`src/rtl/fac8_seq_ctrl.sv`:
```
// Sequencer for the radix-8 twiddle multiplier stage (fac8_1).
// Tracks the beat position inside each FFT frame, drives the multiplier's twiddle
// select alongside the input beat, and delays valid/sof/eof to match the
// multiplier's registered output. Also counts frames and flags alignment errors.
module fac8_seq_ctrl #(
    parameter int unsigned BEATS_PER_FRAME = 32,
    parameter int unsigned SEL_SHIFT       = 2,
    parameter int unsigned LAT             = 1,
    parameter int unsigned FCNT_W          = 16
) (
    input  logic              clk,
    input  logic              rstn,
    input  logic              en,
    input  logic              clr,
    input  logic              in_valid,
    input  logic              in_sof,
    output logic [2:0]        sel,
    output logic              out_valid,
    output logic              out_sof,
    output logic              out_eof,
    output logic [FCNT_W-1:0] frame_cnt,
    output logic              sync_err,
    output logic              busy
);

    localparam int unsigned CNT_W = $clog2(BEATS_PER_FRAME);
    localparam logic [CNT_W-1:0] LAST_BEAT = CNT_W'(BEATS_PER_FRAME - 1);

    typedef enum logic {IDLE, RUN} state_t;

    state_t            state, state_nxt;
    logic [CNT_W-1:0]  beat_cnt, beat_cnt_nxt;
    logic [CNT_W-1:0]  beat_idx;
    logic [FCNT_W-1:0] frame_cnt_nxt;
    logic              sync_err_nxt;
    logic              accept;
    logic              tag_sof;
    logic              tag_eof;

    // Delay pipe, index 0 is the input side, LAT-1 the tail seen on the outputs.
    logic [LAT-1:0]    pipe_v;
    logic [LAT-1:0]    pipe_sof;
    logic [LAT-1:0]    pipe_eof;

    // Next-state: beat acceptance, frame position, frame count and sticky error.
    always_comb begin
        state_nxt     = state;
        beat_cnt_nxt  = beat_cnt;
        frame_cnt_nxt = frame_cnt;
        sync_err_nxt  = sync_err;
        accept        = 1'b0;
        // Position of the beat on the inputs this cycle; 0 whenever idle.
        beat_idx      = (state == RUN) ? beat_cnt : '0;

        unique case (state)
            IDLE: begin
                if (in_valid && en) begin
                    if (in_sof) begin
                        accept = 1'b1;
                    end else begin
                        sync_err_nxt = 1'b1;
                    end
                end
            end
            RUN: begin
                if (in_valid) begin
                    accept = 1'b1;
                    if (in_sof) begin
                        // A sof always restarts the frame, even mid-frame.
                        beat_idx = '0;
                        if (beat_cnt != '0) begin
                            sync_err_nxt = 1'b1;
                        end
                    end else if (beat_cnt == '0) begin
                        sync_err_nxt = 1'b1;
                    end
                end
            end
            default: ;
        endcase

        tag_sof = accept && (beat_idx == '0);
        tag_eof = accept && (beat_idx == LAST_BEAT);

        if (accept) begin
            if (tag_eof) begin
                beat_cnt_nxt  = '0;
                frame_cnt_nxt = frame_cnt + 1'b1;
                // en is only honoured at a frame boundary, so frames never truncate.
                state_nxt     = en ? RUN : IDLE;
            end else begin
                beat_cnt_nxt  = beat_idx + 1'b1;
                state_nxt     = RUN;
            end
        end
    end

    // Twiddle select follows the current beat position; the resync override keeps
    // a mid-frame sof beat on twiddle group 0.
    always_comb begin
        sel = beat_idx[SEL_SHIFT+2:SEL_SHIFT];
    end

    // Control state register with async reset and synchronous soft clear.
    always_ff @(posedge clk or negedge rstn) begin
        if (!rstn) begin
            state     <= IDLE;
            beat_cnt  <= '0;
            frame_cnt <= '0;
            sync_err  <= 1'b0;
        end else if (clr) begin
            state     <= IDLE;
            beat_cnt  <= '0;
            frame_cnt <= '0;
            sync_err  <= 1'b0;
        end else begin
            state     <= state_nxt;
            beat_cnt  <= beat_cnt_nxt;
            frame_cnt <= frame_cnt_nxt;
            sync_err  <= sync_err_nxt;
        end
    end

    // Marker delay pipe; advances every cycle and inserts bubbles for idle cycles.
    always_ff @(posedge clk or negedge rstn) begin
        if (!rstn) begin
            pipe_v   <= '0;
            pipe_sof <= '0;
            pipe_eof <= '0;
        end else if (clr) begin
            pipe_v   <= '0;
            pipe_sof <= '0;
            pipe_eof <= '0;
        end else begin
            pipe_v[0]   <= accept;
            pipe_sof[0] <= tag_sof;
            pipe_eof[0] <= tag_eof;
            for (int i = 1; i < int'(LAT); i++) begin
                pipe_v[i]   <= pipe_v[i-1];
                pipe_sof[i] <= pipe_sof[i-1];
                pipe_eof[i] <= pipe_eof[i-1];
            end
        end
    end

    assign out_valid = pipe_v[LAT-1];
    assign out_sof   = pipe_sof[LAT-1];
    assign out_eof   = pipe_eof[LAT-1];
    assign busy      = (state == RUN);

endmodule

```
`config.mk`:
```
export PLATFORM = sky130hd
export DESIGN_NAME = fac8_seq_ctrl
export DESIGN_NICKNAME = d
export VERILOG_FILES = /design/src/rtl/fac8_seq_ctrl.sv
export SDC_FILE = /design/constraint.sdc
export NUM_CORES = 1
export LEC_CHECK = 0
export BUFFER_PORTS_ARGS = -buffer_cell sky130_fd_sc_hd__buf_2
export CAP_MARGIN = 20
export CORE_MARGIN = 2
export CORE_UTILIZATION = 57
export DETAILED_ROUTE_END_ITERATION = 6
export PLACE_DENSITY = 0.82
export SKIP_LAST_GASP = 1
export SYNTH_ARGS = -nofsm -noshare
export SYNTH_HDL_FRONTEND = slang
export SYNTH_SLANG_ARGS = --single-unit
```
`constraint.sdc`:
```
create_clock -name clk -period 7.51 [get_ports clk]
set_input_delay 1.1265 -clock clk [delete_from_list [all_inputs] [get_ports clk]]
set_output_delay 1.1265 -clock clk [all_outputs]
set_load 0.005 [all_outputs]
```
==> results.toml <==
[outcome]
status = "finished clean"

[placed_design]
io_buffer_count = 29
gp_congestion = 0.819
dp_cells = 204
pre_cts_ws_ns = 3.29

[timing]
rsz0062_at_grt = "no"
period_minus_slack_ns = 3.91
setup-tns-final_ns = 0
max_slew.worst_pin.slew_ns = 0.571
finalWorstSetupSlack_ns = 3.60
slew_headroom_pct = 61.9
drv_slew = 0
clock_skew_ns = 0.00351
fmax_mhz = 256
timing.hold.ws_ns = 0.566
finalHoldViolCount = 0
finalCritPeriodShare_pct = 52.0
setup_viol = 0

[cells_and_area]
final_common_cell = "buf_2"
fillers = 192
finalNetCount = 191
mostFrequentLayoutCells = "buf_2, dfrtp_1, nand2_1, nor2_1, a21oi_1"
seq_area_um2 = 651
fin_cells = 208
antennaDiodeCount = 0
area_delta_synth_final_pct = 15.4
drive_gt1_share_pct = 18.9
multiInputGateArea_um2 = 692

[detailed_routing]
route.detailed.drc = 0
postRouteAntennaNets = 0
vias = 1210
firstDrtPassIters = 4
avgViaCountPerCell = 5.82
wire_per_inst_um = 13.7
routed_wirelength_um = 2860
drtIter0Drc = 21

[floorplanning]
fp.dieW_um = 53.2
die_h_um = 53.2
coreArea_um2 = 2250
placement_rows = 17
die_area_um2 = 2830
start_util_pct = 61.1
io_pins = 30

[global_routing]
grt_max_degree = 27
grtUsageTotal_pct = 23.4
grt_pass1_wl_um = 4690
grt_pass1_vias = 1051
antenna_found_initial = 0
gr-total-overflow = 0

[synth]
yosys-top-cells-area = "dfrtp_1, a21oi_1, xnor2_1, nand2_1, nor2_1"
synth_area_um2 = 1380
synth.avg_cell_area_um2 = 9.06
syn_inst = 152
async_flop_share_pct = 100
synth_cell_types = 34
synth_ff_type = "dfrtp_1"
synth_edf_count = 0
yosys.area.top_type = "dfrtp_1"
synth_seq_cells = 26
yosysWarningCount = 0
synth_nets = 162
synth_top_area_share_pct = 47.2
ys_seq_area_share_pct = 47.2

[setup_path]
cpMaxStageDelayCell = "or4_1"
critPathCaptureType = "register"
max_stage_delay_ns = 0.67
required_ns = 7.78
timing.rr.start = "busy$_DFFE_PN0P_"
crit_type = "in -> reg"
crit_start = "in_sof"
r2r_cells = 10
critPathCapture = "frame_cnt[15]$_DFFE_PN0P_"
cp-start-kind = "primary input"
r2r_setup_slack_ns = 3.99
path_max_fanout = 11
worst_r2r_endpoint = "frame_cnt[15]$_DFFE_PN0P_"
cp_cell_sequence = "buf_2 > a21boi_1 > nand2_1 > inv_1 > ha_1 > and3_1 > ha_1 > nand2_1 > or4_1 > or4_1 > a21oi_1"
arrival_ns = 4.18

[cts]
cts_root_buffer = "clkbuf_4"
clock-sinks = 26
cts-hold-fix-buffers = 0
clk_pin_slew_ns = 0.14
clock_latency_ns = 0.33
post_cts_buffers = 0
htreeDepth = 1
numCtsBuffers = 3
cts_resized = 0
clockBufferDepth = 2
cts_tree = "done"

[pwr]
powerDensity_nw_per_um2 = 162
finalPower_mw = 0.257
peakVddDrop_v = 0.000126
power_leakage_nw = 0.743

[min_path]
hp-class = "reg -> reg"

[flow_run]
maxCapViolations = 0
cells by family after synthesis:
logic type | count (synthesis) | synth area share, %
adders and majority gates | 4 | 3.63
and+or+nand+nor | 75 | 28.8
muxes | 1 | 0.727
DFF | 26 | 47.2
xor gates and xnor gates | 8 | 5.09
buffers and inverters | 9 | 2.54
AOI/OAI and AO/OA | 29 | 12.0
worst max-delay path, delay by kind of cell:
family / cells / cell delay (ns)
buffers and inverters: 2 / 0.23
AOI/OAI and AO/OA: 2 / 0.55
and+or+nand+nor: 5 / 1.80
adders and majority gates: 2 / 0.46
cell usage after synthesis (all sizes together), types with 2 or more instances:
| master | instances |
|---|---|
| dfrtp | 26 |
| nand2 | 16 |
| nor2 | 16 |
| a21oi | 14 |
| nand3 | 7 |
| o21ai | 7 |
| xnor2 | 7 |
| or3 | 5 |
| and2 | 4 |
| clkbuf | 4 |
| ha | 4 |
| inv | 4 |
| nor4 | 4 |
| a31oi | 3 |
| and3 | 3 |
| nand4 | 3 |
| nand4b | 3 |
| nor2b | 3 |
| or4 | 3 |
| nand2b | 2 |
| nor3 | 2 |
where the power goes:
part	internal, mW	total, mW	switching, mW
Clock	0.0541	0.0973	0.0433
Sequential	0.142	0.143	0.00167
Combinational	0.00519	0.0168	0.0116
cell type report:
type / count / share of cell area, %
Multi-Input combinational cell: 117 / 43.5
Sequential cell: 26 / 40.9
Clock inverter: 1 / 1.89
Tap cell: 28 / 2.20
Timing Repair Buffer: 29 / 9.13
Clock buffer: 3 / 1.42
Inverter: 4 / 0.944
how the worst min path moves through the flow:
stage / slack (ns) / to / cells after the start / startpoint
finish: 0.57 / beat_cnt[4]$_DFFE_PN0P_ / 2 / beat_cnt[4]$_DFFE_PN0P_
global route: 0.59 / beat_cnt[4]$_DFFE_PN0P_ / 2 / beat_cnt[4]$_DFFE_PN0P_
CTS: 0.57 / beat_cnt[4]$_DFFE_PN0P_ / 2 / beat_cnt[4]$_DFFE_PN0P_
detailed placement: 0.55 / beat_cnt[4]$_DFFE_PN0P_ / 2 / beat_cnt[4]$_DFFE_PN0P_
global placement: 0.54 / beat_cnt[4]$_DFFE_PN0P_ / 2 / beat_cnt[4]$_DFFE_PN0P_
floorplan: 0.51 / beat_cnt[4]$_DFFE_PN0P_ / 2 / beat_cnt[4]$_DFFE_PN0P_
registers in the layout, summed over array words and instances, names as in the netlist:
register   cells
out_sof        1
out_eof        1
beat_cnt       5
frame_cnt     16
busy           1
sync_err       1
out_valid      1
per-stage QoR:
stage / area, um2 / util (%)
final: 1590 / 70.5
after floorplan: 1380 / -
after global routing: 1590 / 70.5
after CTS: 1590 / 70.5
after global placement: 1540 / 68.2
after detailed placement: 1540 / 68.2
routing by layer:
metal	routed length, um	up-vias	track usage (%)	part of all wire [%]
li1	-	596	-	-
met1	1320	577	30.2	46
met2	1340	32	38.3	47
met3	142	5	3.39	5.0
met4	54	0	11.5	1.9
met5	0	-	0	0
(Power assumes the default switching activity.)
